--- src/rtl/ds_operand_stage_pkg.sv ---
// Shared defaults and forward-bus layout for the decode-stage operand unit.
package ds_operand_stage_pkg;

    // Default datapath geometry.
    localparam int unsigned DS_XLEN = 32;
    localparam int unsigned DS_AW   = 5;
    localparam int unsigned DS_NRD  = 2;
    localparam int unsigned DS_NFWD = 3;
    localparam int unsigned DS_PW   = 64;
    localparam int unsigned DS_CNTW = 32;

    // Forward-source ordering: lower index is younger and wins on a tie.
    localparam int unsigned FWD_EXE = 0;
    localparam int unsigned FWD_MEM = 1;
    localparam int unsigned FWD_WB  = 2;

    // One forward source with default geometry, packed {we, dest, ready, data}.
    typedef struct packed {
        logic                 we;
        logic [DS_AW-1:0]     dest;
        logic                 ready;
        logic [DS_XLEN-1:0]   data;
    } fwd_src_t;

    // Width of one packed forward source with default geometry.
    localparam int unsigned FWD_SRC_W = 1 + DS_AW + 1 + DS_XLEN;

endpackage

--- src/rtl/ds_fwd_mux.sv ---
// Per-read-port operand resolution: priority search over the forward sources,
// falling back to the regfile, plus the port's load-use hazard bit.
module ds_fwd_mux
    import ds_operand_stage_pkg::*;
#(
    parameter int unsigned XLEN = DS_XLEN,
    parameter int unsigned AW   = DS_AW,
    parameter int unsigned NFWD = DS_NFWD
) (
    input  logic [AW-1:0]        raddr,
    input  logic                 rused,
    input  logic [XLEN-1:0]      rf_rdata,
    input  logic [NFWD-1:0]      fwd_we,
    input  logic [NFWD*AW-1:0]   fwd_dest,
    input  logic [NFWD-1:0]      fwd_ready,
    input  logic [NFWD*XLEN-1:0] fwd_data,
    output logic [XLEN-1:0]      rdata,
    output logic                 hazard
);

    logic            hit;
    logic            sel_ready;
    logic [XLEN-1:0] sel_data;
    logic            raddr_nz;

    assign raddr_nz = |raddr;

    // Lowest-index (youngest) matching source wins; r0 never matches.
    always_comb begin
        hit       = 1'b0;
        sel_ready = 1'b1;
        sel_data  = rf_rdata;
        for (int unsigned k = 0; k < NFWD; k++) begin
            if (!hit && raddr_nz && fwd_we[k] && (fwd_dest[k*AW +: AW] == raddr)) begin
                hit       = 1'b1;
                sel_ready = fwd_ready[k];
                sel_data  = fwd_data[k*XLEN +: XLEN];
            end
        end
    end

    // Operand value and stall request; an older not-ready source behind a
    // younger match is invisible here by construction.
    always_comb begin
        rdata  = raddr_nz ? sel_data : '0;
        hazard = rused & hit & ~sel_ready;
    end

endmodule

--- src/rtl/ds_operand_stage.sv ---
// Decode-stage operand unit: FS->DS pipeline register with valid/allowin
// handshake and flush, per-port forward resolution, and a saturating
// stall-cycle counter.
module ds_operand_stage
    import ds_operand_stage_pkg::*;
#(
    parameter int unsigned XLEN = DS_XLEN,
    parameter int unsigned AW   = DS_AW,
    parameter int unsigned NRD  = DS_NRD,
    parameter int unsigned NFWD = DS_NFWD,
    parameter int unsigned PW   = DS_PW,
    parameter int unsigned CNTW = DS_CNTW
) (
    input  logic                 clk,
    input  logic                 resetn,
    input  logic                 flush,

    input  logic                 fs2ds_valid,
    output logic                 ds_allowin,
    input  logic [XLEN-1:0]      fs_pc,
    input  logic [NRD*AW-1:0]    fs_raddr,
    input  logic [NRD-1:0]       fs_rused,
    input  logic [PW-1:0]        fs_payload,

    output logic                 ds2es_valid,
    input  logic                 es_allowin,
    output logic [XLEN-1:0]      ds_pc,
    output logic [PW-1:0]        ds_payload,
    output logic [NRD*XLEN-1:0]  ds_rdata,

    output logic [NRD*AW-1:0]    rf_raddr,
    input  logic [NRD*XLEN-1:0]  rf_rdata,

    input  logic [NFWD-1:0]      fwd_we,
    input  logic [NFWD*AW-1:0]   fwd_dest,
    input  logic [NFWD-1:0]      fwd_ready,
    input  logic [NFWD*XLEN-1:0] fwd_data,

    input  logic                 stall_cnt_clr,
    output logic [CNTW-1:0]      stall_cnt
);

    localparam logic [CNTW-1:0] CntOne = {{(CNTW-1){1'b0}}, 1'b1};

    logic              ds_valid_q, ds_valid_d;
    logic [XLEN-1:0]   pc_q;
    logic [PW-1:0]     payload_q;
    logic [NRD*AW-1:0] raddr_q;
    logic [NRD-1:0]    rused_q;
    logic [CNTW-1:0]   stall_cnt_q, stall_cnt_d;

    logic [NRD-1:0]    hazard;
    logic              ds_ready_go;
    logic              load_en;

    // One resolver per read port, all working off the held register numbers.
    for (genvar i = 0; i < NRD; i++) begin : g_port
        ds_fwd_mux #(
            .XLEN (XLEN),
            .AW   (AW),
            .NFWD (NFWD)
        ) u_fwd_mux (
            .raddr     (raddr_q[i*AW +: AW]),
            .rused     (rused_q[i]),
            .rf_rdata  (rf_rdata[i*XLEN +: XLEN]),
            .fwd_we    (fwd_we),
            .fwd_dest  (fwd_dest),
            .fwd_ready (fwd_ready),
            .fwd_data  (fwd_data),
            .rdata     (ds_rdata[i*XLEN +: XLEN]),
            .hazard    (hazard[i])
        );
    end

    // Handshake: hold while any consumed operand waits on its producer.
    always_comb begin
        ds_ready_go = ~|hazard;
        ds_allowin  = ~ds_valid_q | (ds_ready_go & es_allowin);
        ds2es_valid = ds_valid_q & ds_ready_go;
        load_en     = fs2ds_valid & ds_allowin;
    end

    // Next valid: flush beats a simultaneous accept.
    always_comb begin
        ds_valid_d = ds_valid_q;
        if (flush) begin
            ds_valid_d = 1'b0;
        end else if (ds_allowin) begin
            ds_valid_d = fs2ds_valid;
        end
    end

    // Stall counter next state: clear wins, then saturating increment.
    always_comb begin
        stall_cnt_d = stall_cnt_q;
        if (stall_cnt_clr) begin
            stall_cnt_d = '0;
        end else if (ds_valid_q && !ds_ready_go && !flush && !(&stall_cnt_q)) begin
            stall_cnt_d = stall_cnt_q + CntOne;
        end
    end

    // Valid bit and stall counter.
    always_ff @(posedge clk or negedge resetn) begin
        if (!resetn) begin
            ds_valid_q  <= 1'b0;
            stall_cnt_q <= '0;
        end else begin
            ds_valid_q  <= ds_valid_d;
            stall_cnt_q <= stall_cnt_d;
        end
    end

    // Held instruction fields; only an accepted transfer updates them, so a
    // flush leaves them as they were.
    always_ff @(posedge clk or negedge resetn) begin
        if (!resetn) begin
            pc_q      <= '0;
            payload_q <= '0;
            raddr_q   <= '0;
            rused_q   <= '0;
        end else if (load_en) begin
            pc_q      <= fs_pc;
            payload_q <= fs_payload;
            raddr_q   <= fs_raddr;
            rused_q   <= fs_rused;
        end
    end

    assign ds_pc      = pc_q;
    assign ds_payload = payload_q;
    assign rf_raddr   = raddr_q;
    assign stall_cnt  = stall_cnt_q;

endmodule

--- config.mk ---
export PLATFORM = sky130hd
export DESIGN_NAME = ds_operand_stage
export DESIGN_NICKNAME = d
export VERILOG_FILES = /design/src/rtl/ds_operand_stage_pkg.sv /design/src/rtl/ds_fwd_mux.sv /design/src/rtl/ds_operand_stage.sv
export SDC_FILE = /design/constraint.sdc
export NUM_CORES = 1
export LEC_CHECK = 0
export CORE_AREA = 2 2 193 195
export DETAILED_ROUTE_END_ITERATION = 7
export DIE_AREA = 0 0 195 197
export PLACE_DENSITY = 0.55
export SYNTH_ARGS = -nofsm -noshare
export SYNTH_HDL_FRONTEND = slang
export SYNTH_SLANG_ARGS = --single-unit
--- constraint.sdc ---
create_clock -name clk -period 4.5 [get_ports clk]
set_clock_uncertainty 0.05 [all_clocks]
set_input_delay 0.9 -clock clk [delete_from_list [all_inputs] [get_ports clk]]
set_output_delay 0.9 -clock clk [all_outputs]
set_load 0.05 [all_outputs]
==> results.toml, run 1 <==
[outcome]
outcome = "finished, final reports clean"

[die]
io_pins = 499
coreArea_um2 = 36300
die-area_um2 = 38400
start_util_pct = 24.0
rows = 70
die_x_um = 195
fp.dieH_um = 197

[global_route]
antenna_found_initial = 2
track_usage_pct = 19.1
met2_usage_pct = 34.6
busiest_layer = "met2"
use_met1_pct = 21.0
grt_overflow = 0
grt_use_met3_pct = 5.54
grt_pass1_wl_mm = 55.8
grt_pass1_vias = 9181
grt_max_degree = 108

[sta]
clock.fmax_mhz = 230
grt_setup_unrepaired = "no"
hold_viol = 0
finalSetupViolations = 0
worst_slack_ps = 144
worstMarginPinSlew_ps = 1120
period_minus_slack_ps = 4360
hold_ws_ps = 441
drv_slew = 0
relSlewSlack_pct = 25.4
post-route-period-util_pct = 96.8

[worst_setup_path]
r2r-start = "rf_raddr[0]"
critPathCaptureType = "output port"
required_ps = 3550
path_max_fanout = 16
crit_type = "input pin to output port"
cp-startpoint = "fwd_dest[12]"
startpoint_type = "input pin"
worstPathArrival_ps = 3410

[worst_hold_path]
hp-start = "ds_payload[61]"
min_path_type = "register to register"

[placed_design]
post-place-ws_ps = -72.2
io_buffer_count = 498
dpl.hpwl_mm = 30.0
gp_congestion = 0.987

[clock_network]
cts_buffers = 17
cts_tree = "done"
clockBufferDepth = 2
path_clk_slew_ps = 50
clockRootBuffer = "clkbuf_16"
cts_setup_buffers = 0
cts.sinks = 141
cts-htree-levels = 4
insertion_delay_ps = 430

[flow_run]
cap_violations = 0

[detailed_routing]
num_vias = 8738
post_drt_wl_per_cell_um = 20.4
drc = 0
routed_wl_mm = 37.8
drt-initial-drc-count = 305
ant_nets = 0
avgViaCountPerCell = 4.72
first_pass_iters = 5

[yosys]
synth_seq_area_share_pct = 40.6
yosys-top-cells-area = "dfrtp_1 41%, mux2i_1 11%, mux2_2 11%"
ys_types = 51
syn_area_um2 = 8690
yosysWarnings = 0
synth.avg_cell_area_um2 = 10.0
ys_seq_elements = 141
syn_inst = 866
synth_top_area_share_pct = 40.6
synthesis.nets = 1162
synth_top_area_cell = "dfrtp_1"

[layout]
layout_common_cells = "431 x clkdlybuf4s50_1, 141 x dfrtp_1, 125 x nor2_1"
drive_gt1_share_pct = 19.9
final_util_pct = 43.6
layout_commonest_cell = "clkdlybuf4s50_1"
fillers = 3518
area_growth_syn_to_layout_pct = 81.9
nets = 1663

[pwr]
peakVddDrop_mv = 0.394
power_leakage_nw = 6.94
power_density_nw_per_um2 = 324
-- logic make-up (layout without fill, tap and decap cells) --
family                   after synthesis  in the layout  share of synthesized area, %
multiplexers                         213            213                          27.1
AND/OR/NAND/NOR                      275            275                          15.3
adder cells (fa/ha/maj)                1              1                         0.144
other                                  0              3                             0
flip-flops                           141            141                          40.6
buffers and inverters                 70            583                          3.59
XOR/XNOR                              41             41                          4.13
AO/OA/AOI/OAI                        125            125                          9.16
-- repair_timing --
item	CTS	global route
pin swaps	1	1
hold buffers	0	0
hold endpoints to repair	0	0
endpoints found under the setup margin	5	53
cloned	0	2
resized for setup	2	12
-- path summary, 6_finish.rpt --
| path | end | slack, ps | cells past startpoint |
|---|---|---|---|
| worst min register to register | ds_payload[61] | 440 | 1 |
| worst min-delay path | ds_payload[61] | 440 | 1 |
| worst max-delay path | ds_rdata[7] | 140 | 8 |
| min in group asynchronous | ds_payload[11] | 490 | 1 |
| max in group asynchronous | ds_payload[61] | 2990 | 2 |
| worst max register to register | stall_cnt[17] | 960 | 11 |
-- registers in the layout (all words and copies together) (netlist names) --
register and count:
ds_pc 32, ds_payload 64, rused_q 2, ds_valid_q 1, stall_cnt 32, rf_raddr 10
-- power breakdown --
| group | total (mW) | leakage (nW) | internal [mW] | switching [mW] |
|---|---|---|---|---|
| Clock | 1.45 | 0.300 | 0.924 | 0.530 |
| Combinational | 2.17 | 4.92 | 0.981 | 1.19 |
| Sequential | 1.50 | 1.72 | 1.40 | 0.101 |
| Total | 5.12 | 6.94 | 3.30 | 1.82 |
-- layout make-up --
class                           instances  area (um^2)  area share (%)
Timing Repair Buffer                  546         6160            39.0
Multi-Input combinational cell        655         4900            31.0
Sequential cell                       141         3530            22.3
Tap cell                              468          586            3.70
Clock buffer                           24          492            3.11
Clock inverter                          7          110           0.697
Inverter                                6         22.5           0.142
Antenna cell                            3         7.51          0.0475
-- synth_stat cells, drive strengths merged --
| library cell | count |
|---|---|
| xor2 | 11 |
| nand4 | 15 |
| or2 | 1 |
| o31a | 1 |
| nor2b | 9 |
| xnor2 | 30 |
| nand3b | 2 |
| nor2 | 131 |
| nor3 | 8 |
| o21ai | 36 |
| or4b | 1 |
| and2 | 6 |
| mux2i | 96 |
| o21ba | 2 |
| dfrtp | 141 |
| or3 | 2 |
| or4 | 12 |
| nand2b | 9 |
| or3b | 2 |
| a211oi | 32 |
| and3 | 7 |
| clkbuf | 36 |
| buf | 28 |
| a21oi | 43 |
| nor4 | 8 |
| nand4b | 1 |
| mux2 | 117 |
| inv | 6 |
| and4 | 1 |
| o31ai | 3 |
| o41ai | 3 |
| a21boi | 1 |
| ha | 1 |
| nand3 | 17 |
| a2111oi | 1 |
| a31o | 2 |
| o211ai | 1 |
| nand2 | 43 |
-- per-stage QoR --
step / power (mW) / setup TNS (ps) / cell area [um^2] / instances
after floorplan: 2.61 / 0 / 8690 / 866
after global placement: 3.68 / -3.76 / 15100 / 1814
after detailed placement: 3.68 / -163 / 15100 / 1814
after CTS: 5.17 / -12.8 / 15700 / 1845
after global routing: 5.32 / 0 / 15800 / 1849
final: 5.12 / 0 / 15800 / 1850
-- critical path, stage by stage --
cell	delay [ps]
clkdlybuf4s50_1	450
xor2_1	170
or4_1	530
or4_4	600
clkbuf_16	240
mux2i_1	130
nor2_1	200
buf_12	170
-- metal layers --
layer  up-vias  routed length [um]
met2       378               19300
met3        50                2840
met5         -                   0
met1      4229               14600
met4         0                1040
li1       4081                   -
Power figures use the tool's default switching activity.
==> run 2, diff against run 1 <==
--- a/config.mk
+++ b/config.mk
@@ -8,6 +8,7 @@
 export CORE_AREA = 2 2 193 195
 export DETAILED_ROUTE_END_ITERATION = 7
 export DIE_AREA = 0 0 195 197
+export GPL_TIMING_DRIVEN = 0
 export PLACE_DENSITY = 0.55
 export SYNTH_ARGS = -nofsm -noshare
 export SYNTH_HDL_FRONTEND = slang
==> run 2 against run 1 <==
Net effect: die area unchanged; critical endpoint is now ds_rdata[44]; sequential power about the same; critical path depth rose by 2; hold slack worse by 82 ps; non-clock buffer count grew 16; core utilization fell by 2.6 points; sequential share of layout area is 1.4 points higher; sequential cell count stayed put; via count grew 0.93%; routed wire length grew 3.9%.
==> results.toml, run 2 (synthesis results as in run 1) <==
[outcome]
outcome = "finished, final reports clean"

[sta]
worstMarginPinSlew_ps = 662
clock.fmax_mhz = 226
grt_setup_unrepaired = "yes"
finalSetupViolations = 0
worst_slack_ps = 75.1
period_minus_slack_ps = 4420
relSlewSlack_pct = 55.7
post-route-period-util_pct = 98.3
drv_slew = 0
setup_tns_ps = 0
hold_viol = 0

[worst_hold_path]
min_path_type = "input pin to async pin"

[global_route]
grt_max_degree = 93
grt_pass1_vias = 9396
grt_overflow = 0
grt_pass1_wl_mm = 58.1
antenna_found_initial = 6
track_usage_pct = 19.9

[worst_setup_path]
path_depth = 10
reg2regPathDepth = 10
cp_slowest_stage_delay_ps = 500
crit_path_top_delay_cell = "or4_1"
path_cells = "clkdlybuf4s50_1, xnor2_1, nand4_1, or4_1, clkbuf_2, buf_2, a211oi_1, a21oi_1, nor2_2, buf_4"
startpoint_type = "input pin"
path_buf_inv = 4
crit_type = "input pin to output port"
critPathCaptureType = "output port"
required_ps = 3550
path_max_fanout = 10
worstPathArrival_ps = 3470
cp_top_family = "buffers and inverters"

[flow_run]
cap_violations = 0

[layout]
layout_common_cells = "430 x clkdlybuf4s50_1, 141 x dfrtp_1, 128 x nor2_1"
nets = 1679
fin_area_um2 = 14900
layout_commonest_cell = "clkdlybuf4s50_1"
area_growth_syn_to_layout_pct = 71.2
drive_gt1_share_pct = 19.8
final_util_pct = 41.0
largest_reg_flops = 64

[placed_design]
post-place-ws_ps = -1200
post_dp_cell_area_um2 = 14300
gp_congestion = 0.912
io_buffer_count = 497
dpl.hpwl_mm = 31.9

[clock_network]
cts.sinks = 141
clockRootBuffer = "clkbuf_16"
ctsHoldBuffers = 0
clockBufferDepth = 2
cts_tree = "done"
cts-htree-levels = 4
path_clk_slew_ps = 60
cts_buffers = 17
insertion_delay_ps = 430

[detailed_routing]
post_drt_wl_per_cell_um = 21.0
num_vias = 8819
avgViaCountPerCell = 4.72
routed_wl_mm = 39.3
drt-initial-drc-count = 319
ant_nets = 0
drc = 0
first_pass_iters = 4

[pwr]
power_leakage_nw = 6.57
peakVddDrop_mv = 0.270
p_int_mw = 3.15
clock_power_share_pct = 31.1
p_switching_mw = 1.82
comb_power_share_pct = 38.9
switching_share_pct = 36.6
power_density_nw_per_um2 = 334
p_seq_share_pct = 30.0

[die]
die_x_um = 195
coreArea_um2 = 36300
io_pins = 499
start_util_pct = 24.0
rows = 70
fp.dieH_um = 197
die-area_um2 = 38400
## run 2: final timing paths
| path | startpoint | endpoint | slack, ps |
|---|---|---|---|
| hold / removal | resetn | ds_pc[18] | 360 |
| min in group clk | ds_payload[57] | ds_payload[57] | 440 |
| hold reg to reg | ds_payload[57] | ds_payload[57] | 440 |
| max in group asynchronous | resetn | ds_payload[41] | 3170 |
| setup / recovery | fwd_dest[3] | ds_rdata[44] | 80 |
| setup reg to reg | rf_raddr[3] | stall_cnt[22] | 1000 |
## run 2: repair_timing
item | CTS | global route
setup buffers | 1 | 3
endpoints found under the setup margin | 66 | 66
pin swaps | 3 | 4
resized for setup | 341 | 101
## run 2: layer usage
| metal | routed length, um | up-vias | part of all wire (%) | global-route usage (%) |
|---|---|---|---|---|
| met5 | 26 | - | 0.066 | 0 |
| met4 | 1240 | 4 | 3.2 | 8.71 |
| met3 | 3330 | 58 | 8.5 | 6.40 |
| met2 | 19600 | 401 | 50 | 34.9 |
| met1 | 15100 | 4244 | 39 | 22.2 |
| li1 | - | 4112 | - | - |
## run 2: area by class of cell
class / instances / area, um^2
buffer: 60 / 363
multi-input combinational: 655 / 4910
tap: 468 / 586
inverter: 6 / 22.5
fill: 3620 / 21400
antenna: 4 / 10.0
clock inverter: 11 / 161
timing repair buffer: 502 / 4810
sequential: 141 / 3530
clock buffer: 21 / 480
## run 2: stage by stage
| step | hold slack [ps] | std cells | total power [mW] |
|---|---|---|---|
| 2_1_floorplan | 429 | 866 | 2.61 |
| 3_3_place_gp | 426 | 1831 | 3.47 |
| 3_5_place_dp | 434 | 1832 | 3.48 |
| 4_1_cts | 364 | 1862 | 5.02 |
| 5_1_grt | 394 | 1868 | 5.16 |
| 6_report | 359 | 1868 | 4.97 |
## run 2: power by group through the flow
stage | Combinational, mW | Clock (mW) | Sequential [mW]
finish | 1.93 | 1.54 | 1.49
global route | 2.03 | 1.63 | 1.51
CTS | 1.94 | 1.58 | 1.49
detailed placement | 1.97 | 0 | 1.51
global placement | 1.96 | 0 | 1.51
floorplan | 0.668 | 0 | 1.95
==> run 3, diff against run 2 <==
--- a/config.mk
+++ b/config.mk
@@ -8,8 +8,9 @@
 export CORE_AREA = 2 2 193 195
 export DETAILED_ROUTE_END_ITERATION = 7
 export DIE_AREA = 0 0 195 197
-export GPL_TIMING_DRIVEN = 0
+export GPL_TIMING_DRIVEN = 1
 export PLACE_DENSITY = 0.55
+export RECOVER_POWER = 100
 export SYNTH_ARGS = -nofsm -noshare
 export SYNTH_HDL_FRONTEND = slang
 export SYNTH_SLANG_ARGS = --single-unit
==> run 3 against run 2 <==
Net effect: largest cell class unchanged; via count decreased by 1.1%; the run now ends with max-capacitance violations, max-slew violations left; hold slack improved by 79 ps; critical endpoint is now ds_rdata[9]; routed wire length decreased by 3.3%; clock power decreased by 6%; highest routed layer is now met4; sequential power about the same; final cell count decreased by 0.96%; sequential share of layout area decreased by 0.27 points; non-clock buffer count decreased by 16; worst setup slack improved by 23 ps.
==> results.toml, run 3 (synthesis results as in run 1) <==
[flow_run]
cap_violations = 1

[pwr]
power_leakage_nw = 6.76
peakVddDrop_mv = 0.387
switching_share_pct = 36.5
p_seq_share_pct = 30.5
power_density_nw_per_um2 = 325
p_int_mw = 3.11
p_switching_mw = 1.79
comb_power_share_pct = 39.8
clock_power_share_pct = 29.7

[worst_setup_path]
r2r-end = "ds_payload[4]"
startpoint_type = "input pin"
required_ps = 3550
crit_type = "input pin to output port"
r2r-start = "rf_raddr[0]"
path_max_fanout = 16
cp-startpoint = "fwd_dest[12]"
reg2regPathDepth = 10
crit_end = "ds_rdata[9]"
reg2reg_setup_slack_ps = 550
critPathCaptureType = "output port"
worstPathArrival_ps = 3450

[die]
rows = 70
die_x_um = 195
io_pins = 499
die-area_um2 = 38400
start_util_pct = 24.0
coreArea_um2 = 36300
fp.dieH_um = 197

[sta]
post-route-period-util_pct = 97.8
finalSetupViolations = 0
relSlewSlack_pct = -87.2
setup_tns_ps = 0
grt_setup_unrepaired = "no"
period_minus_slack_ps = 4400
clock.fmax_mhz = 227
hold_viol = 0
drv_slew = 108
worstMarginPinSlew_ps = 2810

[global_route]
grt_max_degree = 108
grt_pass1_vias = 9181
track_usage_pct = 19.1
grt_overflow = 0
antenna_found_initial = 2
grt_pass1_wl_mm = 55.8

[outcome]
outcome = "finished, violations left"
violations = "max-capacitance violations, max-slew violations"

[layout]
largest_reg_flops = 64
area_growth_syn_to_layout_pct = 73.2
nets = 1663
instances_no_fill = 1850
layout_common_cells = "293 x clkdlybuf4s50_1, 141 x dfrtp_1, 138 x dlygate4sd3_1"
drive_gt1_share_pct = 18.2
layout_commonest_cell = "clkdlybuf4s50_1"

[detailed_routing]
drt-initial-drc-count = 283
avgViaCountPerCell = 4.72
num_vias = 8724
first_pass_iters = 4
ant_nets = 0
post_drt_wl_per_cell_um = 20.5
routed_wl_mm = 38.0
drc = 0

[placed_design]
dp_cells = 1814
dpl.hpwl_mm = 30.0
io_buffer_count = 498
gp_congestion = 0.987

[clock_network]
clockBufferDepth = 2
insertion_delay_ps = 420
clockRootBuffer = "clkbuf_16"
cts.sinks = 141
cts_tree = "done"
ctsHoldBuffers = 0
cts_buffers = 17
cts-htree-levels = 4
path_clk_slew_ps = 50

[worst_hold_path]
min_path_type = "register to register"
-- run 3: cell count changes in the layout (fill, tap and decap cells not counted), moves of 11 or more --
| cell | before | now |
|---|---|---|
| buf_2 | 48 | 1 |
| clkbuf_2 | 9 | 38 |
| buf_12 | 1 | 32 |
| mux2_4 | 20 | 7 |
| buf_4 | 19 | 30 |
| dlygate4sd3_1 | 0 | 138 |
| clkbuf_4 | 22 | 3 |
| clkdlybuf4s50_1 | 430 | 293 |
| mux2_1 | 14 | 27 |
-- run 3: worst min path at each step --
stage	start	to	slack, ps	cells after the start
final	ds_payload[61]	ds_payload[61]	440	1
after global routing	ds_payload[61]	ds_payload[61]	440	1
after CTS	ds_payload[61]	ds_payload[61]	440	1
after detailed placement	ds_payload[61]	ds_payload[61]	430	1
after global placement	ds_pc[21]	ds_pc[21]	420	1
after floorplan	rused_q[0]	rused_q[0]	430	1
-- run 3: routing by layer --
metal  track usage (%)  up-vias  wire length [um]
met3              5.54       53              2920
met5                 0        -                 0
met2              34.6      370             19300
met1              21.0     4218             14700
li1                  -     4083                 -
met4              7.27        0              1130
-- run 3: cell type report --
type / count / area (um^2)
Antenna cell: 3 / 7.51
Clock buffer: 24 / 492
Clock inverter: 7 / 110
Fill cell: 3623 / 21200
Inverter: 6 / 22.5
Multi-Input combinational cell: 655 / 4820
Sequential cell: 141 / 3530
Tap cell: 468 / 586
Timing Repair Buffer: 546 / 5480
-- run 3: power by group through the flow --
stage	clock network (mW)	logic, mW	registers [mW]
global placement	0	2.16	1.51
CTS	1.49	2.17	1.50
floorplan	0	0.668	1.95
finish	1.45	1.95	1.49
global route	1.55	2.04	1.51
detailed placement	0	2.17	1.52
-- run 3: what timing repair did --
item / in CTS / in global routing
resized for setup: 2 / 12
pin swaps: 1 / 1
cloned: 0 / 2
setup endpoints to repair: 5 / 53
buffers inserted: 0 / 0
-- run 3: critical path, cell delays in order --
cell             delay [ps]
clkdlybuf4s50_1         450
xor2_1                  170
or4_1                   530
or4_4                   580
buf_4                   280
mux2i_1                 170
nor2_1                  200
buf_12                  170
-- run 3: per-stage QoR --
| step | hold slack [ps] | instance area (um^2) | total power [mW] | util, % | worst slack (ps) |
|---|---|---|---|---|---|
| 2_1_floorplan | 429 | 8690 | 2.61 | - | 175 |
| 3_3_place_gp | 424 | 15100 | 3.68 | 41.6 | -3.76 |
| 3_5_place_dp | 432 | 15100 | 3.68 | 41.6 | -72.2 |
| 4_1_cts | 445 | 15700 | 5.17 | 43.3 | -5.21 |
| 5_1_grt | 443 | 15000 | 5.10 | 41.5 | 19.9 |
| 6_report | 438 | 15100 | 4.89 | 41.5 | 98.0 |
